===== src/rtl/tmr_scrub_pkg.sv =====
// Shared types and voting helpers for the TMR scrub controller.
// Voting functions work on a fixed wide vector; callers zero-extend narrower words.
package tmr_scrub_pkg;

  localparam int unsigned VOTE_W = 64;

  typedef enum logic [2:0] {
    IDLE = 3'd0,
    READ = 3'd1,
    CAPT = 3'd2,
    VOTE = 3'd3,
    WB   = 3'd4,
    NEXT = 3'd5
  } scrub_state_e;

  typedef struct packed {
    logic mismatch;
    logic unc;
  } vote_class_t;

  function automatic logic [VOTE_W-1:0] maj3(input logic [VOTE_W-1:0] a,
                                             input logic [VOTE_W-1:0] b,
                                             input logic [VOTE_W-1:0] c);
    return (a & b) | (b & c) | (a & c);
  endfunction

  function automatic vote_class_t classify(input logic [VOTE_W-1:0] a,
                                           input logic [VOTE_W-1:0] b,
                                           input logic [VOTE_W-1:0] c);
    vote_class_t r;
    r.mismatch = (a != b) | (b != c);
    r.unc      = (a != b) & (b != c) & (a != c);
    return r;
  endfunction

endpackage


===== src/rtl/tmr_sat_counter.sv =====
// Event counter that sticks at all-ones instead of wrapping.
module tmr_sat_counter #(
  parameter int CNT_W = 16
) (
  input  logic             CLK,
  input  logic             RST,
  input  logic             inc,
  output logic [CNT_W-1:0] cnt
);

  logic [CNT_W-1:0] cnt_q, cnt_d;

  // next count, held at the ceiling
  always_comb begin
    cnt_d = cnt_q;
    if (inc && (cnt_q != {CNT_W{1'b1}})) begin
      cnt_d = cnt_q + CNT_W'(1);
    end else begin
      cnt_d = cnt_q;
    end
  end

  // count register
  always_ff @(posedge CLK) begin
    if (RST) begin
      cnt_q <= {CNT_W{1'b0}};
    end else begin
      cnt_q <= cnt_d;
    end
  end

  assign cnt = cnt_q;

endmodule


===== src/rtl/tmr_scrub_ctrl.sv =====
// Scrub scheduler: walks the TMR bank, votes each word and writes corrected
// data back, while host writes always take the shared write port first.
module tmr_scrub_ctrl
  import tmr_scrub_pkg::*;
#(
  parameter int WIDTH    = 8,
  parameter int DEPTH    = 16,
  parameter int AW       = $clog2(DEPTH),
  parameter int INTERVAL = 64,
  parameter int CNT_W    = 16
) (
  input  logic             CLK,
  input  logic             RST,
  input  logic             EN,
  output logic             rd_en,
  output logic [AW-1:0]    rd_addr,
  input  logic [WIDTH-1:0] rd_a,
  input  logic [WIDTH-1:0] rd_b,
  input  logic [WIDTH-1:0] rd_c,
  input  logic             host_req,
  input  logic [AW-1:0]    host_addr,
  input  logic [WIDTH-1:0] host_data,
  output logic             host_gnt,
  output logic             wr_en,
  output logic [AW-1:0]    wr_addr,
  output logic [WIDTH-1:0] wr_data,
  output logic [CNT_W-1:0] corr_cnt,
  output logic [CNT_W-1:0] unc_cnt,
  output logic             err_flag,
  output logic             scan_done
);

  localparam int TW = (INTERVAL > 1) ? $clog2(INTERVAL) : 1;

  scrub_state_e     state_q, state_d;
  logic [TW-1:0]    timer_q, timer_d;
  logic [AW-1:0]    addr_q, addr_d;
  logic [WIDTH-1:0] cap_a_q, cap_a_d, cap_b_q, cap_b_d, cap_c_q, cap_c_d;
  logic             err_q, err_d;
  logic             rd_en_q, rd_en_d;
  logic [AW-1:0]    rd_addr_q, rd_addr_d;
  logic             scan_done_q, scan_done_d;
  logic             corr_inc, unc_inc, host_hit;
  logic [WIDTH-1:0] voted;
  vote_class_t      vclass;

  assign host_hit = host_req && (host_addr == addr_q);
  assign voted    = WIDTH'(maj3(VOTE_W'(cap_a_q), VOTE_W'(cap_b_q), VOTE_W'(cap_c_q)));
  assign vclass   = classify(VOTE_W'(cap_a_q), VOTE_W'(cap_b_q), VOTE_W'(cap_c_q));

  // scrub sequencing, capture, voting decisions and registered read strobes
  always_comb begin
    state_d  = state_q;
    timer_d  = timer_q;
    addr_d   = addr_q;
    cap_a_d  = cap_a_q;
    cap_b_d  = cap_b_q;
    cap_c_d  = cap_c_q;
    err_d    = err_q;
    corr_inc = 1'b0;
    unc_inc  = 1'b0;
    case (state_q)
      IDLE: begin
        if (!EN) begin
          timer_d = {TW{1'b0}};
        end else if (timer_q == TW'(INTERVAL - 1)) begin
          timer_d = {TW{1'b0}};
          state_d = READ;
        end else begin
          timer_d = timer_q + TW'(1);
        end
      end
      READ: state_d = CAPT;
      CAPT: begin
        // a host write to this word makes the in-flight read stale
        if (host_hit) begin
          state_d = NEXT;
        end else begin
          cap_a_d = rd_a;
          cap_b_d = rd_b;
          cap_c_d = rd_c;
          state_d = VOTE;
        end
      end
      VOTE: begin
        if (host_hit || !vclass.mismatch) begin
          state_d = NEXT;
        end else if (vclass.unc) begin
          err_d   = 1'b1;
          unc_inc = 1'b1;
          state_d = NEXT;
        end else begin
          err_d    = 1'b1;
          corr_inc = 1'b1;
          state_d  = WB;
        end
      end
      WB: begin
        if (!host_req || host_hit) begin
          state_d = NEXT;
        end else begin
          state_d = WB;
        end
      end
      NEXT: begin
        addr_d  = addr_q + AW'(1);
        state_d = IDLE;
      end
      default: state_d = IDLE;
    endcase
    rd_en_d     = (state_d == READ);
    rd_addr_d   = rd_en_d ? addr_d : {AW{1'b0}};
    scan_done_d = (state_d == NEXT) && (addr_d == AW'(DEPTH - 1));
  end

  // write port: host first, then a pending scrub writeback
  always_comb begin
    wr_en   = 1'b0;
    wr_addr = {AW{1'b0}};
    wr_data = {WIDTH{1'b0}};
    if (host_req) begin
      wr_en   = 1'b1;
      wr_addr = host_addr;
      wr_data = host_data;
    end else if (state_q == WB) begin
      wr_en   = 1'b1;
      wr_addr = addr_q;
      wr_data = voted;
    end else begin
      wr_en   = 1'b0;
    end
  end

  // state and output registers
  always_ff @(posedge CLK) begin
    if (RST) begin
      state_q     <= IDLE;
      timer_q     <= {TW{1'b0}};
      addr_q      <= {AW{1'b0}};
      cap_a_q     <= {WIDTH{1'b0}};
      cap_b_q     <= {WIDTH{1'b0}};
      cap_c_q     <= {WIDTH{1'b0}};
      err_q       <= 1'b0;
      rd_en_q     <= 1'b0;
      rd_addr_q   <= {AW{1'b0}};
      scan_done_q <= 1'b0;
    end else begin
      state_q     <= state_d;
      timer_q     <= timer_d;
      addr_q      <= addr_d;
      cap_a_q     <= cap_a_d;
      cap_b_q     <= cap_b_d;
      cap_c_q     <= cap_c_d;
      err_q       <= err_d;
      rd_en_q     <= rd_en_d;
      rd_addr_q   <= rd_addr_d;
      scan_done_q <= scan_done_d;
    end
  end

  tmr_sat_counter #(.CNT_W(CNT_W)) u_corr_cnt (
    .CLK (CLK),
    .RST (RST),
    .inc (corr_inc),
    .cnt (corr_cnt)
  );

  tmr_sat_counter #(.CNT_W(CNT_W)) u_unc_cnt (
    .CLK (CLK),
    .RST (RST),
    .inc (unc_inc),
    .cnt (unc_cnt)
  );

  assign host_gnt  = host_req;
  assign rd_en     = rd_en_q;
  assign rd_addr   = rd_addr_q;
  assign err_flag  = err_q;
  assign scan_done = scan_done_q;

endmodule


===== config.mk =====
export PLATFORM = sky130hd
export DESIGN_NAME = tmr_scrub_ctrl
export DESIGN_NICKNAME = d
export VERILOG_FILES = /design/src/rtl/tmr_scrub_pkg.sv /design/src/rtl/tmr_sat_counter.sv /design/src/rtl/tmr_scrub_ctrl.sv
export SDC_FILE = /design/constraint.sdc
export NUM_CORES = 1
export LEC_CHECK = 0
export ABC_AREA = 0
export BUFFER_PORTS_ARGS = -buffer_cell sky130_fd_sc_hd__clkbuf_2
export CORE_MARGIN = 5
export CORE_UTILIZATION = 50
export DETAILED_ROUTE_END_ITERATION = 10
export PLACE_DENSITY_LB_ADDON = 0.3
export SYNTH_ARGS = -nofsm -noshare
export SYNTH_HDL_FRONTEND = slang
export SYNTH_SLANG_ARGS = --single-unit

===== constraint.sdc =====
create_clock -name CLK -period 2.6 [get_ports CLK]
set_clock_uncertainty 0.1 [all_clocks]
set_input_delay 0.52 -clock CLK [delete_from_list [all_inputs] [get_ports CLK]]
set_output_delay 0.52 -clock CLK [all_outputs]
set_load 0.1 [all_outputs]

==> impl_metrics.env, run 1 <==
export IMPL_crit_path_end_kind="flop"
export IMPL_syn_cell_area_um2=3900
export IMPL_ys_ff_latch=76
export IMPL_start_util=0.510
export IMPL_io_buffers=92
export IMPL_power_density_nw_per_um2=500
export IMPL_status="finished, final reports clean"
export IMPL_dpl_cell_area_um2=4710
export IMPL_holdWs_ns=0.289
export IMPL_start_kind="flop"
export IMPL_tightest_slew_ns=0.698
export IMPL_syn2layout_area_growth_pct=27.7
export IMPL_setup_violations=0
export IMPL_final_min_clock_period_ns=2.45
export IMPL_synth_area_per_cell_um2=8.31
export IMPL_pre_cts_ws_ns=-0.0243
export IMPL_seq_area_frac_synth=0.390
export IMPL_h_tree_depth=3
export IMPL_gp_congestion=0.816
export IMPL_synth_top_cells_by_area="dfxtp_1 (39%), ha_1 (9.0%), nand2_1 (7.8%)"
export IMPL_yosys_warnings=0
export IMPL_slowest_delay_ns=0.52
export IMPL_rsz0062_at_grt="true"
export IMPL_cts_buffers_inserted=9
export IMPL_critPathArrivalTime_ns=2.62
export IMPL_pwr_share_clk=0.445
export IMPL_grtUsageTotal=0.197
export IMPL_p_int_mw=1.88
export IMPL_synth_ff_type="dfxtp_1"
export IMPL_layout_drive_gt1_share=0.269
export IMPL_fillers=684
export IMPL_ff_latch_area_um2=1540
export IMPL_cts_root_buf="clkbuf_8"
export IMPL_core_area_um2=7650
export IMPL_cp_max_fo=11
export IMPL_drc_errors=0
export IMPL_firstDrtPassIters=4
export IMPL_cts_tree="done"
export IMPL_drtIter0Drc=125
export IMPL_min_path_type="in2reg"
export IMPL_hold_violations=0
export IMPL_die_area_um2=9660
export IMPL_hpwlAfterDp_um=7090
export IMPL_vias=3694
export IMPL_cp_required_ns=2.77
export IMPL_clkSinkCount=76
export IMPL_max_freq_mhz=408
export IMPL_grt_first_pass_wirelength_um=15900
export IMPL_setup_slack_ns=0.152
export IMPL_wirelength_um=9500
export IMPL_maxSlewHeadroom=0.535
export IMPL_slew_viol_final=0
export IMPL_period_share=0.942
export IMPL_setup_tns_ns=0
export IMPL_clk_latency_ns=0.35
export IMPL_slowest_stage="or4_1"
export IMPL_routed_via_density=5.56
export IMPL_overflow=0
export IMPL_die_w_um=98.3
export IMPL_cts_setup_buffers=0
export IMPL_synth_area_leader_cell="dfxtp_1"
export IMPL_grt_pass1_vias=3564
export IMPL_pwr_share_comb=0.087
export IMPL_grt_max_degree=69
export IMPL_io_pins=93
export IMPL_postSynth_asyncResetShare=0
export IMPL_maxCapViolCount=0
export IMPL_seqPwrFrac=0.468
export IMPL_antennaDiodeCount=0
export IMPL_ys_types=40
export IMPL_clk_pin_slew_ns=0.08
export IMPL_wl_per_cell_um=14.3
export IMPL_critPathKind="reg2reg"
export IMPL_synth_edf_count=0
export IMPL_stdcell_area_um2=4980
export IMPL_synth_top_area_share=0.390
export IMPL_clk_path_buf_depth=2
export IMPL_switchingPower_mw=0.602
export IMPL_vdd_ir_drop_max_uv=217
export IMPL_die_h_um=98.3
export IMPL_syn_nets=537
export IMPL_crit_chain="ha_1 > nor4_2 > nand2_1 > nand3_1 > nand3_2 > or4_1 > a21oi_1"
export IMPL_fin_nets=625
export IMPL_p_leak_nw=2.15
export IMPL_antenna_found_initial=0
export IMPL_ant_nets=0
export IMPL_multi_input_area_um2=2290
export IMPL_swShare=0.242
export IMPL_num_rows=32
export IMPL_synthCells=469
-- sequential cells by signal, indices dropped and copies added (netlist names) --
| register | flops |
|---|---|
| u_corr_cnt.cnt | 16 |
| timer_q | 6 |
| cap_a_q | 8 |
| u_unc_cnt.cnt | 16 |
| rd_en | 1 |
| err_flag | 1 |
| scan_done | 1 |
| state_q | 3 |
| rd_addr | 4 |
| cap_c_q | 8 |
| cap_b_q | 8 |
| addr_q | 4 |
-- cells in the mapped netlist, types with 2 or more instances --
master / count
xor2_1: 18
mux2i_1: 3
nor2_1: 32
clkbuf_1: 18
nand3_1: 16
nor4_2: 2
dfxtp_1: 76
nor3_1: 11
o31ai_1: 15
and3_1: 12
xnor2_1: 4
and4_1: 3
or3_1: 12
nand4b_1: 2
nand2b_1: 2
inv_1: 5
nor2b_1: 2
or4_1: 8
nand3b_1: 3
o21ai_0: 18
a21oi_1: 51
buf_2: 5
and2_1: 4
buf_4: 3
nor4_1: 7
ha_1: 28
nand2_1: 81
nand4_1: 16
-- per-stage QoR --
| step | util | instances | power, mW |
|---|---|---|---|
| finish | 0.651 | 664 | 2.49 |
| floorplan | - | 469 | 1.32 |
| CTS | 0.648 | 664 | 2.51 |
| global placement | 0.616 | 648 | 1.41 |
| global route | 0.651 | 664 | 2.57 |
| detailed placement | 0.616 | 648 | 1.41 |
-- power by group through the flow --
stage | registers, mW | clock network (mW) | logic [mW]
after floorplan | 1.19 | 0 | 0.128
after global placement | 1.19 | 0 | 0.214
after detailed placement | 1.19 | 0 | 0.217
after CTS | 1.17 | 1.12 | 0.217
after global routing | 1.17 | 1.18 | 0.227
final | 1.17 | 1.11 | 0.216
-- logic make-up after synthesis --
logic type,Yosys count,synth area share
xor gates and xnor gates,22,0.0494
buffers and inverters,32,0.0372
adders and majority gates,28,0.0899
AOI/OAI and AO/OA,89,0.133
muxes,4,0.0116
and+or+nand+nor,218,0.289
DFF,76,0.390
-- layer usage --
| metal | GRT usage | vias to the layer above | share of wire |
|---|---|---|---|
| li1 | - | 1850 | - |
| met1 | 0.248 | 1732 | 0.44 |
| met2 | 0.335 | 99 | 0.49 |
| met3 | 0.0386 | 13 | 0.061 |
| met4 | 0.0662 | 0 | 0.013 |
| met5 | 0 | - | 0 |
-- cells in the final DEF (no fill, tap or decap), drive strengths merged --
cell type and count:
nor2 32, clkbuf 88, nand3b 3, nor2b 2
mux2i 3, nor3 11, mux2 1, dfxtp 76
bufinv 3, inv 6, clkinv 3, nand2 81
o31ai 15, or4 8, ha 28, or3 12
and3 12, and4 3, a21o 1, nand4 17
xnor2 4, xor2 18, nand4b 3, a2111oi 2
nand3 18, o31a 1, a21boi 1, buf 25
nor4 9, nand2b 2, o21ai 18, a21oi 51
or2 1, and2 4
-- what timing repair did --
item / in CTS / in global routing
endpoints found under the hold margin: 0 / 0
resized for setup: 0 / 4
setup endpoints to repair: 0 / 9
hold buffers: 0 / 0
-- final cells by class --
type                       instances  area share
clock inverter                     7      0.0249
inverter                           5     0.00377
sequential                        76       0.309
timing repair buffer             104       0.152
clock buffer                       9      0.0249
multi-input combinational        361       0.460
tap                              102      0.0256
-- worst paths after layout --
| kind | depth (start not counted) | slack, ns | end | startpoint |
|---|---|---|---|---|
| worst max-delay path | 7 | 0.15 | u_corr_cnt.cnt[8] | cap_b_q[0] |
| worst min-delay path | 3 | 0.29 | cap_c_q[5] | rd_c[5] |
| worst max register to register | 7 | 0.15 | u_corr_cnt.cnt[8] | cap_b_q[0] |
| worst min register to register | 2 | 0.39 | cap_b_q[0] | cap_b_q[0] |
-- critical path, delay by kind of cell (launching register included) --
family          cells  cell delay [ns]
simple gates        5             1.47
flops               1             0.33
compound gates      1             0.15
fa+ha+maj           1             0.31
(Power assumes the default switching activity.)
==> inputs of run 2 (changes only) <==
--- a/config.mk
+++ b/config.mk
@@ -8,7 +8,7 @@
 export ABC_AREA = 0
 export BUFFER_PORTS_ARGS = -buffer_cell sky130_fd_sc_hd__clkbuf_2
 export CORE_MARGIN = 5
-export CORE_UTILIZATION = 50
+export CORE_UTILIZATION = 49
 export DETAILED_ROUTE_END_ITERATION = 10
 export PLACE_DENSITY_LB_ADDON = 0.3
 export SYNTH_ARGS = -nofsm -noshare
==> constraint.sdc (replaced) <==
create_clock -name CLK -period 2.1 [get_ports CLK]
set_clock_uncertainty 0.1 [all_clocks]
set_input_delay 0.42 -clock CLK [delete_from_list [all_inputs] [get_ports CLK]]
set_output_delay 0.42 -clock CLK [all_outputs]
set_load 0.1 [all_outputs]
==> run 2 against run 1 <==
Effect of this change: cell count grew 3.9%; setup slack lost 0.28 ns; total power grew 13%; critical path depth grew 1; the flow now finishes with violations (negative setup slack); non-clock buffer count grew 26; clock power is essentially flat; die area grew 1.8%; combinational power grew 38%; core utilization grew 11 points; via count grew 5.7%; register-to-register slack lost 0.28 ns.
==> impl_metrics.env, run 2 (same netlist as run 1, synthesis figures left out) <==
export IMPL_syn2layout_area_growth_pct=50.1
export IMPL_slowest_delay_ns=0.41
export IMPL_fin_nets=651
export IMPL_rsz0062_at_grt="true"
export IMPL_io_buffers=92
export IMPL_maxCapViolCount=0
export IMPL_worst_path_buf_inv=1
export IMPL_io_pins=93
export IMPL_h_tree_depth=3
export IMPL_rrSetupSlack_ns=-0.13
export IMPL_clk_path_buf_depth=2
export IMPL_slowest_stage="or4_4"
export IMPL_hpwlAfterDp_um=7780
export IMPL_vias=3904
export IMPL_maxSlewHeadroom=0.631
export IMPL_switchingPower_mw=0.719
export IMPL_power_density_nw_per_um2=479
export IMPL_tightest_slew_ns=0.555
export IMPL_die_w_um=99.2
export IMPL_dpl_cell_area_um2=5150
export IMPL_hold_violations=0
export IMPL_crit_cells=8
export IMPL_clk_latency_ns=0.34
export IMPL_antennaDiodeCount=0
export IMPL_firstDrtPassIters=4
export IMPL_overflow=0
export IMPL_vdd_ir_drop_max_uv=333
export IMPL_r2r_cells=8
export IMPL_wl_per_cell_um=16.5
export IMPL_die_h_um=99.2
export IMPL_clk_pin_slew_ns=0.08
export IMPL_slew_viol_final=0
export IMPL_swShare=0.257
export IMPL_cts_root_buf="clkbuf_8"
export IMPL_setup_tns_ns=-0.860
export IMPL_critPathKind="reg2reg"
export IMPL_setup_slack_ns=-0.131
export IMPL_dp_cells=667
export IMPL_status="finished, violations left"
export IMPL_min_delay_start="rd_c[2]"
export IMPL_routed_via_density=5.66
export IMPL_seqPwrFrac=0.505
export IMPL_die_area_um2=9840
export IMPL_cts_buffers_inserted=9
export IMPL_layout_commonest_cell="clkbuf_2"
export IMPL_drc_errors=0
export IMPL_gp_congestion=0.805
export IMPL_grt_pass1_vias=3962
export IMPL_crit_path_end="u_corr_cnt.cnt[13]"
export IMPL_r2r_start="cap_c_q[1]"
export IMPL_clkSinkCount=76
export IMPL_crit_path_end_kind="flop"
export IMPL_p_leak_nw=2.36
export IMPL_start_util=0.504
export IMPL_grt_first_pass_wirelength_um=18600
export IMPL_final_min_clock_period_ns=2.23
export IMPL_pwr_share_comb=0.107
export IMPL_critPathArrivalTime_ns=2.40
export IMPL_crit_chain="ha_4 > nor4_4 > nand2_1 > nand3_4 > nand3_2 > buf_6 > or4_4 > a21oi_2"
export IMPL_violations="negative setup slack"
export IMPL_cts_tree="done"
export IMPL_cp_startpoint="cap_c_q[1]"
export IMPL_period_share=1.06
export IMPL_ant_nets=0
export IMPL_p_int_mw=2.08
export IMPL_grtUsageTotal=0.228
export IMPL_layout_drive_gt1_share=0.468
export IMPL_core_area_um2=7730
export IMPL_cp_required_ns=2.27
export IMPL_num_rows=32
export IMPL_max_freq_mhz=448
export IMPL_wirelength_um=11400
export IMPL_cp_max_fo=7
export IMPL_stdcell_area_um2=5850
export IMPL_antenna_found_initial=0
export IMPL_most_common_layout_cells="clkbuf_2 (78), nand2_1 (77), a21oi_1 (48)"
export IMPL_fin_cells=690
export IMPL_drtIter0Drc=147
export IMPL_setup_violations=20
export IMPL_critical_path_top_delay_family="simple AND/OR/NAND/NOR gates"
export IMPL_pwr_share_clk=0.388
export IMPL_holdWs_ns=0.182
export IMPL_start_kind="flop"
export IMPL_reg2reg_to="u_corr_cnt.cnt[13]"
export IMPL_min_path_type="in2reg"
export IMPL_grt_max_degree=40
## run 2: cell count changes in the layout (fill, tap and decap cells not counted), moves of 8 or more
cell     before  now
dfxtp_2      11   38
ha_1         28   11
ha_4          0   17
o31ai_4       0    8
dfxtp_1      65   17
buf_4        11   32
o31ai_2       8    0
dfxtp_4       0   21
## run 2: area by class of cell
cell class,count,area [µm²]
Clock inverter,3,17.5
Fill cell,497,1880
Timing Repair Buffer,130,1000
Clock buffer,13,180
Multi-Input combinational cell,361,2860
Tap cell,102,128
Sequential cell,76,1650
Inverter,5,18.8
## run 2: how the worst min path moves through the flow
stage	endpoint	slack [ns]	cells past startpoint
after floorplan	timer_q[4]	0.35	2
after global placement	timer_q[4]	0.36	2
after detailed placement	timer_q[4]	0.37	2
after CTS	cap_c_q[2]	0.18	3
after global routing	cap_b_q[6]	0.19	3
final	cap_c_q[2]	0.18	3
## run 2: per-layer routing
layer / GRT usage / up-vias / part of all wire
met5: 0 / - / 0
met4: 0.0882 / 0 / 0.018
met3: 0.0372 / 18 / 0.055
met2: 0.388 / 131 / 0.51
met1: 0.288 / 1856 / 0.42
li1: - / 1899 / -
## run 2: tightest hold or removal path, cell delays in order
cell      delay, ns
clkbuf_2       0.08
nand2_1        0.04
a21oi_1        0.05
## run 2: what timing repair did
| item | 4_1_cts | 5_1_grt |
|---|---|---|
| cloned | 1 | 0 |
| gates resized for setup | 73 | 21 |
| pin swaps | 23 | 15 |
| setup buffers | 5 | 5 |
| setup endpoints to repair | 44 | 46 |
| hold buffers | 0 | 0 |
## run 2: stage by stage
step | power [mW] | setup WS, ns | utilization
2_1_floorplan | 1.64 | -0.135 | -
3_3_place_gp | 1.75 | -0.246 | 0.667
3_5_place_dp | 1.75 | -0.329 | 0.667
4_1_cts | 2.82 | -0.0849 | 0.742
5_1_grt | 2.90 | -0.232 | 0.757
6_report | 2.80 | -0.131 | 0.757
## run 2: power groups by stage
stage / combinational, mW / clock (mW) / sequential, mW
2_1_floorplan: 0.187 / 0 / 1.46
3_3_place_gp: 0.294 / 0 / 1.46
3_5_place_dp: 0.299 / 0 / 1.46
4_1_cts: 0.300 / 1.10 / 1.42
5_1_grt: 0.313 / 1.17 / 1.42
6_report: 0.299 / 1.09 / 1.42
==> inputs of run 3 (changes only) <==
--- a/config.mk
+++ b/config.mk
@@ -10,6 +10,7 @@
 export CORE_MARGIN = 5
 export CORE_UTILIZATION = 49
 export DETAILED_ROUTE_END_ITERATION = 10
+export MAX_ROUTING_LAYER = met4
 export PLACE_DENSITY_LB_ADDON = 0.3
 export SYNTH_ARGS = -nofsm -noshare
 export SYNTH_HDL_FRONTEND = slang
==> run 3 against run 2 <==
Effect of this change: sequential share of layout area is the same; via count rose by 0.61%; clock-buffer cell count stayed put; routed wire length about the same; flip-flop and latch count stayed put; largest power group unchanged; die area stayed put; sequential power barely moved; final area did not move; clock power barely moved; critical endpoint unchanged; critical path type unchanged; the flow still finishes with violations (negative setup slack).
==> impl_metrics.env, run 3 (same netlist as run 1, synthesis figures left out) <==
export IMPL_status="finished, violations left"
export IMPL_violations="negative setup slack"
export IMPL_critical_path_top_delay_family="simple AND/OR/NAND/NOR gates"
export IMPL_min_path_type="in2reg"
export IMPL_vias=3928
export IMPL_hold_violations=0
export IMPL_clk_pin_slew_ns=0.08
export IMPL_grtUsageTotal=0.235
export IMPL_gp_congestion=0.817
export IMPL_routed_via_density=5.69
export IMPL_vdd_ir_drop_max_uv=336
export IMPL_pwr_share_comb=0.106
export IMPL_tightest_slew_ns=0.554
export IMPL_seqPwrFrac=0.504
export IMPL_ant_nets=0
export IMPL_p_leak_nw=2.36
export IMPL_antenna_found_initial=0
export IMPL_dp_cells=667
export IMPL_most_common_layout_cells="clkbuf_2 (78), nand2_1 (77), a21oi_1 (48)"
export IMPL_reg2reg_to="u_corr_cnt.cnt[13]"
export IMPL_critPathArrivalTime_ns=2.40
export IMPL_setup_violations=19
export IMPL_critPathKind="reg2reg"
export IMPL_drc_errors=0
export IMPL_cts_root_buf="clkbuf_8"
export IMPL_worst_path_buf_inv=1
export IMPL_finalPower_mw=2.81
export IMPL_firstDrtPassIters=5
export IMPL_io_buffers=92
export IMPL_power_density_nw_per_um2=480
export IMPL_crit_path_end="u_corr_cnt.cnt[13]"
export IMPL_antennaDiodeCount=0
export IMPL_maxSlewHeadroom=0.632
export IMPL_maxCapViolCount=0
export IMPL_die_area_um2=9840
export IMPL_slew_viol_final=0
export IMPL_grt_pass1_vias=3954
export IMPL_switchingPower_mw=0.724
export IMPL_wl_per_cell_um=16.5
export IMPL_setup_slack_ns=-0.132
export IMPL_crit_path_end_kind="flop"
export IMPL_grt_max_degree=40
export IMPL_start_kind="flop"
export IMPL_setup_tns_ns=-0.980
export IMPL_wirelength_um=11400
export IMPL_slowest_stage="or4_4"
export IMPL_start_util=0.504
export IMPL_fin_cells=690
export IMPL_final_min_clock_period_ns=2.23
export IMPL_num_rows=32
export IMPL_fin_util=0.757
export IMPL_dpl_cell_area_um2=5150
export IMPL_max_freq_mhz=448
export IMPL_layout_drive_gt1_share=0.468
export IMPL_r2r_start="cap_c_q[1]"
export IMPL_p_int_mw=2.08
export IMPL_period_share=1.06
export IMPL_cp_max_fo=7
export IMPL_syn2layout_area_growth_pct=50.1
export IMPL_crit_cells=8
export IMPL_cp_required_ns=2.27
export IMPL_hpwlAfterDp_um=7780
export IMPL_clk_path_buf_depth=2
export IMPL_slowest_delay_ns=0.41
export IMPL_h_tree_depth=3
export IMPL_stdcell_area_um2=5850
export IMPL_overflow=0
export IMPL_core_area_um2=7730
export IMPL_swShare=0.258
export IMPL_grt_first_pass_wirelength_um=18700
export IMPL_drtIter0Drc=136
export IMPL_die_h_um=99.2
export IMPL_rsz0062_at_grt="true"
export IMPL_cts_tree="done"
export IMPL_cts_buffers_inserted=9
export IMPL_hold_buffers=0
export IMPL_pwr_share_clk=0.389
export IMPL_cp_startpoint="cap_c_q[1]"
export IMPL_clk_latency_ns=0.35
export IMPL_fin_nets=651
export IMPL_io_pins=93
export IMPL_crit_chain="ha_4 > nor4_4 > nand2_1 > nand3_4 > nand3_2 > buf_6 > or4_4 > a21oi_2"
export IMPL_rrSetupSlack_ns=-0.13
export IMPL_layout_commonest_cell="clkbuf_2"
export IMPL_die_w_um=99.2
export IMPL_r2r_cells=8
export IMPL_clkSinkCount=76
[run 3: layer usage]
layer / share of wire / global-route usage / vias to the layer above
li1: - / - / 1895
met1: 0.42 / 0.289 / 1871
met2: 0.51 / 0.388 / 138
met3: 0.055 / 0.0351 / 24
met4: 0.019 / 0.0882 / 0
met5: 0 / - / -
[run 3: worst min path at each step]
stage	to	depth (start not counted)	from	slack (ns)
final	cap_c_q[2]	3	rd_c[2]	0.17
after global routing	cap_b_q[6]	3	rd_b[6]	0.19
after CTS	cap_c_q[2]	3	rd_c[2]	0.18
after detailed placement	timer_q[4]	2	timer_q[4]	0.37
after global placement	timer_q[4]	2	timer_q[4]	0.36
after floorplan	timer_q[4]	2	timer_q[4]	0.35
[run 3: area by class of cell]
type                            count  area [µm²]
Clock buffer                       13         180
Fill cell                         497        1880
Multi-Input combinational cell    361        2860
Sequential cell                    76        1650
Tap cell                          102         128
Clock inverter                      3        17.5
Inverter                            5        18.8
Timing Repair Buffer              130        1000
[run 3: power groups by stage]
stage	sequential [mW]	combinational, mW	clock [mW]
6_report	1.42	0.299	1.09
5_1_grt	1.42	0.313	1.18
4_1_cts	1.42	0.300	1.10
3_5_place_dp	1.46	0.299	0
3_3_place_gp	1.46	0.294	0
2_1_floorplan	1.46	0.187	0
[run 3: metrics by stage]
step | worst slack, ns | hold WS, ns
2_1_floorplan | -0.135 | 0.348
3_3_place_gp | -0.246 | 0.364
3_5_place_dp | -0.329 | 0.373
4_1_cts | -0.0849 | 0.175
5_1_grt | -0.228 | 0.188
6_report | -0.132 | 0.175
[run 3: tightest hold or removal path, stage by stage]
cell and delay (ns):
clkbuf_2 0.08, nand2_1 0.04, a21oi_1 0.05
[run 3: what timing repair did]
action / 4_1_cts / 5_1_grt
pin swaps: 23 / 15
setup endpoints to repair: 44 / 46
gates cloned: 1 / 0
gates resized for setup: 73 / 21
buffers inserted: 5 / 5
